--- src/rtl/input_control_param_if.sv ---
// Port bundle for the field-selection input controller.
//
// Signalling: there is no valid/ready pair. i_ena is a single-cycle
// sampling strobe; i_wr_pulse, i_sel_inc and i_sel_dec are levels that are
// only looked at on cycles where i_ena=1. o_edit, o_sel_val and o_dbg_state
// are registered levels; o_step and o_timeout are one-clock strobes that
// can only be high on the clock following a tick.
interface input_control_param_if #(
    parameter int SEL_W = 2
);
    logic             i_ena;
    logic             i_wr_pulse;
    logic             i_sel_inc;
    logic             i_sel_dec;
    logic             o_edit;
    logic [SEL_W-1:0] o_sel_val;
    logic             o_step;
    logic             o_timeout;
    logic             o_dbg_state;

    modport master (
        output i_ena, i_wr_pulse, i_sel_inc, i_sel_dec,
        input  o_edit, o_sel_val, o_step, o_timeout, o_dbg_state
    );

    modport slave (
        input  i_ena, i_wr_pulse, i_sel_inc, i_sel_dec,
        output o_edit, o_sel_val, o_step, o_timeout, o_dbg_state
    );
endinterface

--- src/rtl/input_control_param.sv ---
// Field-selection controller: a write edge toggles edit mode, inc/dec step
// the selected field with hold-to-repeat, and an idle timeout leaves edit
// mode. Everything is evaluated only on i_ena ticks.
module input_control_param #(
    parameter int NUM_FIELDS   = 4,
    parameter bit WRAP         = 1'b1,
    parameter int REPEAT_DELAY = 8,
    parameter int REPEAT_RATE  = 2,
    parameter int TIMEOUT      = 64
) (
    input  logic                  i_clk,
    input  logic                  i_reset_n,
    input_control_param_if.slave  bus
);
    localparam int SEL_W   = (NUM_FIELDS > 2) ? $clog2(NUM_FIELDS) : 1;
    // The hold count stops at H_MAX; beyond that the rate counter paces repeats.
    localparam int H_MAX_I = 1 + REPEAT_DELAY;
    localparam int H_W     = $clog2(H_MAX_I + 1);
    localparam int R_W     = (REPEAT_RATE > 1) ? $clog2(REPEAT_RATE) : 1;
    localparam int I_W     = (TIMEOUT > 0) ? $clog2(TIMEOUT + 1) : 1;

    localparam logic [H_W-1:0]   H_MAX   = H_W'(H_MAX_I);
    localparam logic [H_W-1:0]   H_PRE   = H_W'(H_MAX_I - 1);
    localparam logic [R_W-1:0]   R_LAST  = R_W'(REPEAT_RATE - 1);
    localparam logic [I_W-1:0]   I_LAST  = I_W'((TIMEOUT > 0) ? TIMEOUT - 1 : 0);
    localparam logic [SEL_W-1:0] SEL_MAX = SEL_W'(NUM_FIELDS - 1);

    typedef enum logic {
        ST_IDLE = 1'b0,
        ST_EDIT = 1'b1
    } state_t;

    state_t           state_q, state_d;
    logic [SEL_W-1:0] sel_q, sel_d;
    logic             step_q, step_d;
    logic             to_q, to_d;
    logic [H_W-1:0]   h_q, h_d;
    logic [R_W-1:0]   rate_q, rate_d;
    logic [I_W-1:0]   idle_q, idle_d;
    logic             wr_s_q, wr_s_d;
    logic             inc_s_q, inc_s_d;
    logic             dec_s_q, dec_s_d;

    logic             wr_rise;
    logic             single;
    logic             dir_change;
    logic             any_in;
    logic             do_step;

    // State register and sampled inputs; reset aborts any edit or hold.
    always_ff @(posedge i_clk or negedge i_reset_n) begin
        if (!i_reset_n) begin
            state_q <= ST_IDLE;
            sel_q   <= '0;
            step_q  <= 1'b0;
            to_q    <= 1'b0;
            h_q     <= '0;
            rate_q  <= '0;
            idle_q  <= '0;
            wr_s_q  <= 1'b0;
            inc_s_q <= 1'b0;
            dec_s_q <= 1'b0;
        end else begin
            state_q <= state_d;
            sel_q   <= sel_d;
            step_q  <= step_d;
            to_q    <= to_d;
            h_q     <= h_d;
            rate_q  <= rate_d;
            idle_q  <= idle_d;
            wr_s_q  <= wr_s_d;
            inc_s_q <= inc_s_d;
            dec_s_q <= dec_s_d;
        end
    end

    // Next-state: mode toggle wins over stepping, then hold/repeat and idle timeout.
    always_comb begin
        state_d    = state_q;
        sel_d      = sel_q;
        step_d     = 1'b0;
        to_d       = 1'b0;
        h_d        = h_q;
        rate_d     = rate_q;
        idle_d     = idle_q;
        wr_s_d     = wr_s_q;
        inc_s_d    = inc_s_q;
        dec_s_d    = dec_s_q;
        wr_rise    = 1'b0;
        single     = 1'b0;
        dir_change = 1'b0;
        any_in     = 1'b0;
        do_step    = 1'b0;

        if (bus.i_ena) begin
            wr_s_d  = bus.i_wr_pulse;
            inc_s_d = bus.i_sel_inc;
            dec_s_d = bus.i_sel_dec;
            wr_rise = bus.i_wr_pulse & ~wr_s_q;
            single  = bus.i_sel_inc ^ bus.i_sel_dec;
            any_in  = bus.i_wr_pulse | bus.i_sel_inc | bus.i_sel_dec;
            // A nonzero hold count means the previous tick was a counted
            // single-direction tick, so its samples give the held direction.
            dir_change = (h_q != '0) &&
                         ((bus.i_sel_inc != inc_s_q) || (bus.i_sel_dec != dec_s_q));

            unique case (state_q)
                ST_IDLE: begin
                    h_d    = '0;
                    rate_d = '0;
                    idle_d = '0;
                    if (wr_rise) begin
                        state_d = ST_EDIT;
                    end
                end
                ST_EDIT: begin
                    if (wr_rise) begin
                        state_d = ST_IDLE;
                        h_d     = '0;
                        rate_d  = '0;
                        idle_d  = '0;
                    end else begin
                        if (!single || dir_change) begin
                            h_d    = '0;
                            rate_d = '0;
                        end else if (h_q == H_MAX) begin
                            if (rate_q == R_LAST) begin
                                rate_d  = '0;
                                do_step = 1'b1;
                            end else begin
                                rate_d = rate_q + R_W'(1);
                            end
                        end else begin
                            h_d     = h_q + H_W'(1);
                            rate_d  = '0;
                            do_step = (h_q == '0) || (h_q == H_PRE);
                        end

                        if (any_in) begin
                            idle_d = '0;
                        end else if (TIMEOUT > 0) begin
                            if (idle_q == I_LAST) begin
                                state_d = ST_IDLE;
                                to_d    = 1'b1;
                                idle_d  = '0;
                                h_d     = '0;
                                rate_d  = '0;
                            end else begin
                                idle_d = idle_q + I_W'(1);
                            end
                        end
                    end
                end
                default: state_d = ST_IDLE;
            endcase

            // Apply a step; a blocked step at a saturating end is silent.
            if (do_step) begin
                if (bus.i_sel_inc) begin
                    if (sel_q == SEL_MAX) begin
                        if (WRAP) begin
                            sel_d  = '0;
                            step_d = 1'b1;
                        end
                    end else begin
                        sel_d  = sel_q + SEL_W'(1);
                        step_d = 1'b1;
                    end
                end else begin
                    if (sel_q == '0) begin
                        if (WRAP) begin
                            sel_d  = SEL_MAX;
                            step_d = 1'b1;
                        end
                    end else begin
                        sel_d  = sel_q - SEL_W'(1);
                        step_d = 1'b1;
                    end
                end
            end
        end
    end

    assign bus.o_edit      = (state_q == ST_EDIT);
    assign bus.o_dbg_state = state_q;
    assign bus.o_sel_val   = sel_q;
    assign bus.o_step      = step_q;
    assign bus.o_timeout   = to_q;
endmodule

--- src/flat_wrapper.sv ---
// flat-port wrapper written by rule: the top's interface ports become plain ports
module input_control_param_flat 
#(
    parameter int NUM_FIELDS   = 4,
    parameter bit WRAP         = 1'b1,
    parameter int REPEAT_DELAY = 8,
    parameter int REPEAT_RATE  = 2,
    parameter int TIMEOUT      = 64
)
  (i_clk, i_reset_n, bus_i_ena, bus_i_wr_pulse, bus_i_sel_inc, bus_i_sel_dec, bus_o_edit, bus_o_sel_val, bus_o_step, bus_o_timeout, bus_o_dbg_state);
  input_control_param_if bus_i ();
  input  logic i_clk;
  input  logic i_reset_n;
  input wire logic [$bits(bus_i.i_ena)-1:0] bus_i_ena;
  input wire logic [$bits(bus_i.i_wr_pulse)-1:0] bus_i_wr_pulse;
  input wire logic [$bits(bus_i.i_sel_inc)-1:0] bus_i_sel_inc;
  input wire logic [$bits(bus_i.i_sel_dec)-1:0] bus_i_sel_dec;
  output wire logic [$bits(bus_i.o_edit)-1:0] bus_o_edit;
  output wire logic [$bits(bus_i.o_sel_val)-1:0] bus_o_sel_val;
  output wire logic [$bits(bus_i.o_step)-1:0] bus_o_step;
  output wire logic [$bits(bus_i.o_timeout)-1:0] bus_o_timeout;
  output wire logic [$bits(bus_i.o_dbg_state)-1:0] bus_o_dbg_state;
  assign bus_i.i_ena = bus_i_ena;
  assign bus_i.i_wr_pulse = bus_i_wr_pulse;
  assign bus_i.i_sel_inc = bus_i_sel_inc;
  assign bus_i.i_sel_dec = bus_i_sel_dec;
  assign bus_o_edit = bus_i.o_edit;
  assign bus_o_sel_val = bus_i.o_sel_val;
  assign bus_o_step = bus_i.o_step;
  assign bus_o_timeout = bus_i.o_timeout;
  assign bus_o_dbg_state = bus_i.o_dbg_state;
  input_control_param #(.NUM_FIELDS(NUM_FIELDS), .WRAP(WRAP), .REPEAT_DELAY(REPEAT_DELAY), .REPEAT_RATE(REPEAT_RATE), .TIMEOUT(TIMEOUT)) u_core (.i_clk(i_clk), .i_reset_n(i_reset_n), .bus(bus_i));
endmodule
--- config.mk ---
export PLATFORM = sky130hd
export DESIGN_NAME = input_control_param_flat
export DESIGN_NICKNAME = d
export VERILOG_FILES = /design/src/rtl/input_control_param_if.sv /design/src/rtl/input_control_param.sv /design/src/flat_wrapper.sv
export SDC_FILE = /design/constraint.sdc
export NUM_CORES = 1
export LEC_CHECK = 0
export ABC_AREA = 1
export BUFFER_PORTS_ARGS = -buffer_cell sky130_fd_sc_hd__buf_2
export CAP_MARGIN = 5
export CORE_MARGIN = 2
export CORE_UTILIZATION = 45
export CTS_CLUSTER_DIAMETER = 60
export DETAILED_ROUTE_END_ITERATION = 16
export GPL_ROUTABILITY_DRIVEN = 0
export PLACE_DENSITY_LB_ADDON = 0.1
export SLEW_MARGIN = 20
export SYNTH_ARGS = -nofsm -noshare
export SYNTH_HDL_FRONTEND = slang
export SYNTH_SLANG_ARGS = --single-unit
--- constraint.sdc ---
create_clock -name i_clk -period 2 [get_ports i_clk]
set_clock_uncertainty 0.2 [all_clocks]
set_input_delay 0.4 -clock i_clk [delete_from_list [all_inputs] [get_ports i_clk]]
set_output_delay 0.4 -clock i_clk [all_outputs]
set_load 0.01 [all_outputs]
==> impl_metrics.csv, run 1 <==
group,metric,value,unit
outcome,status,"finished clean",
synth,synthMostInstantiatedCell,"nand2_1",
synth,synth-edff-count,0,
hold_path,min_path_type,"in2reg",
sta,whs,0.172,ns
power,p_sw,0.000334,W
sta,worst_pin_slew,0.440,ns
power,p_comb_share,28.9,%
sta,setup_tns,0,ns
floorplanning,die_h,55.5,µm
setup_path,cp_max_fo,4,
power,vdd_ir_drop_max,635,µV
clocking,cts.path.max_buffers,2,
setup_path,critPathCaptureType,"flop",
sta,period_share,82.4,%
clocking,cts_buffers,3,
synth,synth-xor-area-share,3.67,%
floorplanning,die_w,55.5,µm
finish,syn_to_final_growth,10.2,%
clocking,post_cts_buffers,0,
sta,fmax,0.606,GHz
power,power.share.sequential,47.7,%
floorplanning,rows,18,
synth,ys_types,24,
routing,routedWlPerCell,11.0,µm
routing,ant_nets,0,
finish,num_antenna_cells,0,
synth,yosys_warnings,0,
synth,ys_seq_elements,20,
setup_path,path_class,"reg2reg",
synth,synth_area_leaders,"dfrtp_1 (42%), nand2_1 (13%), inv_1 (7.9%)",
synth,synth_top_area_share,41.9,%
clocking,insertion_delay,0.30,ns
setup_path,crit_path_frequent_cell,"nand2_1",
setup_path,path_cells,"inv_1, ha_1, nand2_1, nor2_1, nand2_1, nand3_1, inv_1, nand3_1, nand2_1",
finish,drive_above_1_share,14.2,%
placed_design,hpwl,1.68,mm
setup_path,critPathSlowestCell,"dfrtp_1",
power,netSwitchingFraction,33.0,%
placed_design,post-place-cells,194,
sta,hold_viol,0,
power,p_leak,0.690,nW
clocking,clk_pin_slew,0.11,ns
floorplanning,dieArea,0.00308,mm²
synth,seq_area_frac_synth,41.9,%
routing,dr.pass1.iters,4,
sta,post-route-min-period,1.65,ns
setup_path,cp_top_family,"simple AND/OR/NAND/NOR gates",
clocking,cts_hold_buf,1,
synth,synthAdderAreaFrac,6.29,%
synth,syn_inst,156,
setup_path,critPathBufInv,2,
setup_path,critPathRequiredTime,2.00,ns
finish,fillerInstances,240,
synth,ys_async_sr_fraction,100,%
synth,syn_area,0.00119,mm²
synth,synth_top_family_by_area,"simple AND/OR/NAND/NOR gates",
floorplanning,start_util,47.7,%
sta,slew_violations,0,
synth,synth_nets,168,
floorplanning,io_pins,12,
setup_path,crit_arrival,1.65,ns
synth,yosysTopAreaCell,"dfrtp_1",
floorplanning,core,0.00250,mm²
power,clockPowerShare,23.4,%
synth,synth_simple_gate_area_share,27.7,%
global_route,grt_pass1_wl,4.08,mm
clocking,cts_resized,0,
global_route,grt_max_degree,22,
synth,synth_flop_cell,"dfrtp_1",
clocking,h-tree-depth,1,
run,drv_cap,0,
sta,rsz0062_at_grt,"false",
power,power_per_cell_area,770,mW/mm²
placed_design,io_buffers,11,
finish,multi_input_area,574,µm²
synth,synthTopCellsByCount,"nand2_1 (42), inv_1 (25), dfrtp_1 (20)",
global_route,grt_pass1_vias,964,
finish,regArea,500,µm²
global_route,grt_util_all_layers,16.3,%
finish,fin_cells,199,
routing,viasPerCell,4.95,
global_route,grt.overflow.total,0,
synth,synthMuxAreaShare,0,%
setup_path,critPathMaxStageDelay,0.43,ns
sta,setup_viol,0,
power,power.internal,0.000679,W
clocking,clock-sinks,20,
routing,initialDrtViolationCount,17,
routing,via_count,985,
setup_path,worstSetupStartpointType,"flop",
clocking,root_buffer,"clkbuf_4",
synth,postSynthAreaPerCell,7.65,µm²
synth,synth_compound_area_share,10.5,%
finish,nets,182,
global_route,antenna_found_initial,0,
routing,routed_wl,2.20,mm
routing,drc,0,
sta,slew-limit-headroom,70.7,%
clocking,tritoncts,"done",
[placed cells by master (no fill, tap or decap)]
| cell type | instances |
|---|---|
| inv_2 | 2 |
| o21ai_1 | 1 |
| buf_2 | 11 |
| o21ai_0 | 4 |
| o21a_1 | 3 |
| nand3_1 | 16 |
| dlygate4sd3_1 | 1 |
| nand2_1 | 42 |
| xnor2_1 | 2 |
| nand3_2 | 1 |
| xor2_1 | 3 |
| clkbuf_4 | 3 |
| nor3_1 | 1 |
| nor2_2 | 2 |
| inv_1 | 25 |
| dfrtp_1 | 20 |
| clkbuf_8 | 1 |
| a21boi_2 | 1 |
| ha_1 | 6 |
| a21oi_1 | 7 |
| a21oi_4 | 1 |
| nor2_4 | 1 |
| o21bai_1 | 2 |
| nand4_1 | 1 |
| nor2_1 | 11 |
| nand2_2 | 1 |
[per-layer routing]
layer,wire length [µm],GRT usage (%)
met1,1020,20.1
met2,1100,28.1
met3,66,4.92
met4,10,3.14
met5,0,0
[cells by family after synthesis]
family / count (synthesis)
AOI/OAI and AO/OA: 19
xor gates and xnor gates: 5
adders and majority gates: 6
buffers and inverters: 30
DFF: 20
and+or+nand+nor: 76
[cell type report]
cell class                 instances  share of cell area [%]
tap                               30                    2.85
inverter                          27                    7.71
multi-input combinational        106                    43.7
timing repair buffer              12                    4.95
clock buffer                       4                    2.76
sequential                        20                    38.1
[through the flow]
| step | total power (W) | setup slack [ns] | cell area (µm²) | util [%] |
|---|---|---|---|---|
| after floorplan | 0.000703 | 0.518 | 1190 | - |
| after global placement | 0.000775 | 0.301 | 1270 | 50.8 |
| after detailed placement | 0.000786 | 0.301 | 1270 | 50.8 |
| after CTS | 0.00102 | 0.354 | 1320 | 52.6 |
| after global routing | 0.00109 | 0.127 | 1320 | 52.6 |
| final | 0.00101 | 0.351 | 1320 | 52.6 |
[worst register-to-register path, cell delays in order (launching register included)]
cell,delay (ns)
dfrtp_1,0.43
inv_1,0.11
ha_1,0.19
nand2_1,0.07
nor2_1,0.12
nand2_1,0.09
nand3_1,0.14
inv_1,0.08
nand3_1,0.08
nand2_1,0.05
[final timing paths]
path / start / endpoint / slack, ns / cells past startpoint
worst min-delay path: bus_i_wr_pulse / u_core.wr_s_q / 0.17 / 3
worst max-delay path: u_core.h_q[1] / u_core.bus.o_sel_val[0] / 0.35 / 9
worst min register to register: u_core.rate_q / u_core.rate_q / 0.30 / 2
min in group asynchronous: i_reset_n / u_core.bus.o_sel_val[1] / 0.35 / 2
max in group asynchronous: i_reset_n / u_core.idle_q[2] / 0.94 / 2
worst max register to register: u_core.h_q[1] / u_core.bus.o_sel_val[0] / 0.35 / 9
[power groups by stage]
stage	registers (W)	logic, W	clock network, W
global route	0.000490	0.000342	0.000259
floorplan	0.000496	0.000207	0
CTS	0.000483	0.000297	0.000244
global placement	0.000488	0.000287	0
detailed placement	0.000491	0.000295	0
finish	0.000483	0.000293	0.000237
[state kept, by name (all words and copies together), names as in the netlist]
register	cells
u_core.bus.o_sel_val	2
u_core.inc_s_q	1
u_core.dec_s_q	1
u_core.bus.o_step	1
u_core.wr_s_q	1
u_core.idle_q	7
u_core.bus.o_dbg_state	1
u_core.h_q	4
u_core.rate_q	1
u_core.bus.o_timeout	1
No activity file was read; power rests on OpenSTA's default activity.
==> run 2, diff against run 1 <==
ABC_AREA = 0   (was 1)
clock period = 1.37 ns   (was 2 ns; I/O delays follow)
==> run 2 against run 1 <==
The run now ends with setup timing left. Hold slack got worse by 0.11 ns. Cell count decreased by 3.0%. Largest cell class unchanged. Maximum frequency decreased by 7.7%.
==> impl_metrics.csv, run 2 <==
group,metric,value,unit
finish,num_antenna_cells,0,
setup_path,r2r_start,"u_core.h_q[0]",
global_route,grt_util_all_layers,21.6,%
sta,rsz0062_at_grt,"true",
clocking,clock-sinks,20,
synth,syn_inst,111,
clocking,cts.path.max_buffers,2,
clocking,h-tree-depth,1,
setup_path,worstSetupStartpointType,"flop",
synth,synth_flop_cell,"dfrtp_1",
sta,post-route-min-period,1.79,ns
synth,synth_nets,123,
synth,ys_seq_elements,20,
finish,largest_register,"u_core.idle_q",
synth,ys_async_sr_fraction,100,%
finish,syn_to_final_growth,49.7,%
sta,fmax,0.560,GHz
clocking,tritoncts,"done",
power,vdd_ir_drop_max,1010,µV
setup_path,critPathRequiredTime,1.40,ns
synth,synth_top_area_share,44.8,%
finish,regArea,502,µm²
finish,mostFrequentLayoutCells,"buf_4 (36), dfrtp_1 (19), buf_2 (8), buf_6 (8), inv_1 (6)",
routing,drc,0,
global_route,antenna_found_initial,0,
setup_path,path_class,"reg2reg",
routing,wl_met3,54,µm
sta,worst_pin_slew,0.457,ns
synth,syn_area,0.00112,mm²
power,power_per_cell_area,1220,mW/mm²
floorplanning,start_util,46.4,%
sta,period_share,130,%
floorplanning,io_pins,12,
finish,layout_commonest_cell,"buf_4",
finish,multi_input_area,667,µm²
synth,synth_area_leaders,"dfrtp_1 (45%), ha_1 (6.7%), xor2_1 (3.9%)",
routing,ant_nets,0,
synth,seq_area_frac_synth,44.8,%
routing,dr.pass1.iters,4,
floorplanning,dieArea,0.00290,mm²
setup_path,r2r_cells,6,
setup_path,r2r-end,"u_core.h_q[0]",
routing,routed_wl,2.75,mm
finish,fillerInstances,189,
synth,synthMostInstantiatedCell,"dfrtp_1",
routing,wl_met1,1.13,mm
hold_path,min_path_type,"in2reg",
setup_path,cp_max_fo,3,
sta,hold_viol,0,
synth,synth-edff-count,0,
routing,via_count,1012,
global_route,grt.overflow.total,0,
clocking,root_buffer,"clkbuf_4",
placed_design,hpwl,1.95,mm
synth,ys_types,40,
routing,viasPerCell,5.24,
floorplanning,die_w,53.8,µm
finish,nets,176,
power,p_leak,0.786,nW
global_route,grt_pass1_vias,980,
synth,yosys_warnings,0,
sta,slew_violations,0,
power,total_power,0.00205,W
routing,routedWlPerCell,14.2,µm
setup_path,r2r_slack,-0.42,ns
finish,fin_cells,193,
clocking,cts_buffers,3,
sta,fin_ws,-0.417,ns
synth,synthTopCellsByCount,"dfrtp_1 (20), inv_1 (8)",
sta,setup_viol,15,
finish,largest_reg_flops,7,
hold_path,whs_endpoint,"u_core.dec_s_q",
outcome,violations,"setup timing",
finish,drive_above_1_share,50.3,%
global_route,grt_max_degree,21,
sta,slew-limit-headroom,69.5,%
placed_design,post-place-cells,179,
hold_path,hold_depth,2,
routing,initialDrtViolationCount,15,
outcome,status,"finished, violations left",
routing,highest_layer,"met4",
placed_design,io_buffers,11,
setup_path,crit_arrival,1.82,ns
synth,postSynthAreaPerCell,10.1,µm²
floorplanning,rows,18,
synth,yosysTopAreaCell,"dfrtp_1",
floorplanning,die_h,53.8,µm
floorplanning,core,0.00241,mm²
clocking,insertion_delay,0.31,ns
run,drv_cap,0,
routing,dr_wl_met2,1.52,mm
clocking,clk_pin_slew,0.12,ns
setup_path,critPathCaptureType,"flop",
hold_path,holdCritStartpoint,"bus_i_sel_dec",
global_route,grt_pass1_wl,4.37,mm
run 2: critical path: stages (launching register included):
cell	delay [ns]
dfrtp_1	0.43
inv_2	0.09
ha_4	0.14
nand2b_4	0.06
o22a_1	0.23
or3_4	0.40
a22oi_2	0.16
run 2: repair_timing:
action / 4_1_cts / 5_1_grt
hold buffers: 1 / 0
endpoints found under the hold margin: 20 / 0
resized for setup: 15 / 11
setup endpoints to repair: 19 / 20
pin swaps: 7 / 2
buffers inserted: 6 / 3
run 2: worst max-delay path by stage:
stage | from | end | slack [ns] | cells past startpoint
6_report | u_core.h_q[0] | u_core.h_q[0] | -0.42 | 6
5_1_grt | u_core.h_q[1] | u_core.h_q[3] | -0.48 | 6
4_1_cts | u_core.h_q[1] | u_core.h_q[3] | -0.38 | 6
3_5_place_dp | u_core.h_q[0] | u_core.h_q[3] | -0.46 | 6
3_3_place_gp | u_core.h_q[0] | u_core.h_q[0] | -0.38 | 6
2_1_floorplan | u_core.h_q[0] | u_core.h_q[3] | -0.36 | 6
run 2: logic make-up (layout without fill, tap and decap cells):
kind of cell | Yosys count | in the layout | share of synthesized area, %
xor+xnor | 6 | 6 | 4.70
simple gates | 41 | 41 | 20.8
flops | 20 | 20 | 44.8
compound gates | 20 | 20 | 13.0
mux | 5 | 5 | 4.82
buf+inv | 13 | 65 | 5.15
fa+ha+maj | 6 | 6 | 6.72
run 2: cell type report:
cell class / count / share of cell area (%)
inverter: 8 / 1.80
timing repair buffer: 53 / 24.5
sequential: 20 / 30.0
tap: 30 / 2.24
clock buffer: 4 / 1.57
multi-input combinational: 78 / 39.9
run 2: stage by stage:
step	setup WS [ns]	cell area, µm²	hold slack [ns]	setup TNS (ns)	util [%]
2_1_floorplan	-0.357	1160	-0.222	-2.74	-
3_5_place_dp	-0.455	1470	0.0542	-4.46	60.9
6_report	-0.417	1670	0.0631	-3.96	69.4
3_3_place_gp	-0.380	1470	0.0549	-3.74	60.9
4_1_cts	-0.380	1620	0.0572	-3.78	67.0
5_1_grt	-0.480	1670	0.0733	-5.02	69.4
run 2: power breakdown:
part | switching (W) | internal, W | total (W) | leakage (nW)
clock | 0.000188 | 0.000114 | 0.000302 | 0.0150
combinational | 0.000445 | 0.000568 | 0.00101 | 0.510
sequential | 0.0000668 | 0.000666 | 0.000732 | 0.261
total | 0.000700 | 0.00135 | 0.00205 | 0.786
run 2: metal layers:
layer / up-vias / GRT usage, %
met5: - / 0
met4: 0 / 8.97
met3: 4 / 2.50
met2: 11 / 38.4
met1: 493 / 26.2
li1: 504 / -
==> run 3, diff against run 2 <==
CELL_PAD_IN_SITES_DETAIL_PLACEMENT = 2   (was default)
CELL_PAD_IN_SITES_GLOBAL_PLACEMENT = 2   (was default)
CORE_UTILIZATION = 33   (was 45)
==> run 3 against run 2 <==
The run still ends with setup timing left. Cell count grew 8.8%. Critical endpoint is now u_core.h_q[3]. Die area grew 33%. Clock power is 5% higher. Via count increased by 4.8%. Sequential power grew 0.7%. Sequential cell count did not move. Cell area is 7.4% higher. Setup slack got worse by 0.059 ns. Global-route usage is 0.33 points lower. Non-clock buffer count up 1. Register-to-register slack got worse by 0.06 ns.
==> impl_metrics.csv, run 3 (synthesis results as in run 2) <==
group,metric,value,unit
outcome,status,"finished, violations left",
outcome,violations,"setup timing",
clocking,cts_buffers,3,
sta,rsz0062_at_grt,"true",
hold_path,whs_endpoint,"u_core.dec_s_q",
floorplanning,dieArea,0.00387,mm²
power,netSwitchingFraction,37.3,%
sta,slew_violations,0,
finish,layout_commonest_cell,"buf_4",
routing,routed_wl,4.32,mm
finish,drive_above_1_share,57.9,%
global_route,grt.overflow.total,0,
sta,post-route-min-period,1.85,ns
setup_path,critPathMaxStageDelay,0.54,ns
floorplanning,io_pins,12,
clocking,insertion_delay,0.31,ns
setup_path,r2r_start,"u_core.h_q[0]",
setup_path,worstSetupStartpointType,"flop",
power,p_comb_share,53.3,%
routing,viasPerCell,5.05,
floorplanning,start_util,34.0,%
setup_path,cp_max_fo,3,
floorplanning,die_h,62.2,µm
hold_path,holdCritStartpoint,"bus_i_sel_dec",
setup_path,path_cells,"inv_2, ha_4, nand2b_4, o22a_1, or4_4, nand3_2",
sta,setup_tns,-4.63,ns
power,p_sw,0.000841,W
setup_path,critPathCaptureType,"flop",
power,p_leak,0.814,nW
finish,syn_to_final_growth,60.8,%
finish,largest_register,"u_core.idle_q",
power,power.share.sequential,32.7,%
sta,setup_viol,18,
routing,dr.pass1.iters,2,
routing,ant_nets,0,
setup_path,critPathSlowestCell,"or4_4",
routing,via_count,1061,
finish,largest_reg_flops,7,
finish,nets,177,
power,vdd_ir_drop_max,585,µV
run,drv_cap,0,
sta,fmax,0.542,GHz
routing,routedWlPerCell,20.6,µm
setup_path,r2r_cells,6,
finish,mostFrequentLayoutCells,"buf_4 (34), dfrtp_1 (19), buf_6 (9)",
setup_path,critPathBufInv,1,
power,total_power,0.00226,W
setup_path,path_class,"reg2reg",
global_route,grt_util_all_layers,21.3,%
placed_design,io_buffers,11,
finish,num_antenna_cells,0,
setup_path,r2r_slack,-0.48,ns
clocking,h-tree-depth,1,
sta,fin_ws,-0.476,ns
setup_path,r2r-end,"u_core.h_q[3]",
clocking,cts.path.max_buffers,2,
placed_design,hpwl,2.41,mm
clocking,tritoncts,"done",
finish,finish.utilization,54.7,%
sta,hold_viol,0,
sta,slew-limit-headroom,67.3,%
power,power.internal,0.00142,W
clocking,clock-sinks,20,
power,power_per_cell_area,1260,mW/mm²
setup_path,crit_arrival,1.90,ns
routing,drc,0,
setup_path,critPathRequiredTime,1.42,ns
setup_path,cp_top_family,"simple AND/OR/NAND/NOR gates",
global_route,grt_pass1_vias,1304,
global_route,antenna_found_initial,0,
power,clockPowerShare,14.0,%
global_route,grt_max_degree,21,
hold_path,hold_depth,2,
sta,period_share,135,%
sta,worst_pin_slew,0.491,ns
clocking,clk_pin_slew,0.12,ns
floorplanning,die_w,62.2,µm
routing,initialDrtViolationCount,21,
floorplanning,core,0.00328,mm²
clocking,root_buffer,"clkbuf_4",
global_route,grt_pass1_wl,6.52,mm
floorplanning,rows,21,
hold_path,min_path_type,"in2reg",
-- run 3: layout make-up --
class | instances | area [µm²]
Clock buffer | 4 | 26.3
Fill cell | 323 | 1490
Inverter | 8 | 30.0
Multi-Input combinational cell | 78 | 734
Sequential cell | 20 | 502
Tap cell | 46 | 57.6
Timing Repair Buffer | 54 | 447
-- run 3: worst max-delay path by stage --
stage / start / to / slack (ns) / cells past startpoint
3_5_place_dp: u_core.h_q[0] / u_core.h_q[0] / -0.44 / 6
5_1_grt: u_core.h_q[1] / u_core.h_q[3] / -0.53 / 6
2_1_floorplan: u_core.h_q[0] / u_core.h_q[3] / -0.36 / 6
3_3_place_gp: u_core.h_q[0] / u_core.h_q[0] / -0.38 / 6
6_report: u_core.h_q[0] / u_core.h_q[3] / -0.48 / 6
4_1_cts: u_core.h_q[0] / u_core.h_q[3] / -0.44 / 6
-- run 3: metal layers --
layer	up-vias	part of all wire, %	GRT usage, %
met4	0	2.0	5.83
met2	11	58	42.1
li1	507	-	-
met3	8	1.2	2.54
met1	535	39	23.7
met5	-	0	0
-- run 3: power groups by stage --
stage	sequential (W)	clock, W	combinational (W)
finish	0.000737	0.000316	0.00120
global route	0.000748	0.000357	0.00128
CTS	0.000726	0.000320	0.00102
detailed placement	0.000732	0	0.000765
global placement	0.000722	0	0.000720
floorplan	0.000765	0	0.000358
-- run 3: what timing repair did --
item                                    in CTS  in global routing
endpoints found under the setup margin      19                 20
hold buffers                                 1                  0
gates resized for setup                     24                 21
setup buffers                                8                  6
hold endpoints to repair                    20                  0
pin swaps                                    8                 18
-- run 3: stage by stage --
| step | worst slack [ns] | instances | hold slack, ns | cell area, µm² |
|---|---|---|---|---|
| 2_1_floorplan | -0.357 | 111 | -0.222 | 1160 |
| 3_3_place_gp | -0.380 | 193 | 0.0608 | 1500 |
| 3_5_place_dp | -0.444 | 193 | 0.0631 | 1500 |
| 4_1_cts | -0.443 | 206 | 0.0759 | 1690 |
| 5_1_grt | -0.533 | 210 | 0.0960 | 1800 |
| 6_report | -0.476 | 210 | 0.111 | 1800 |
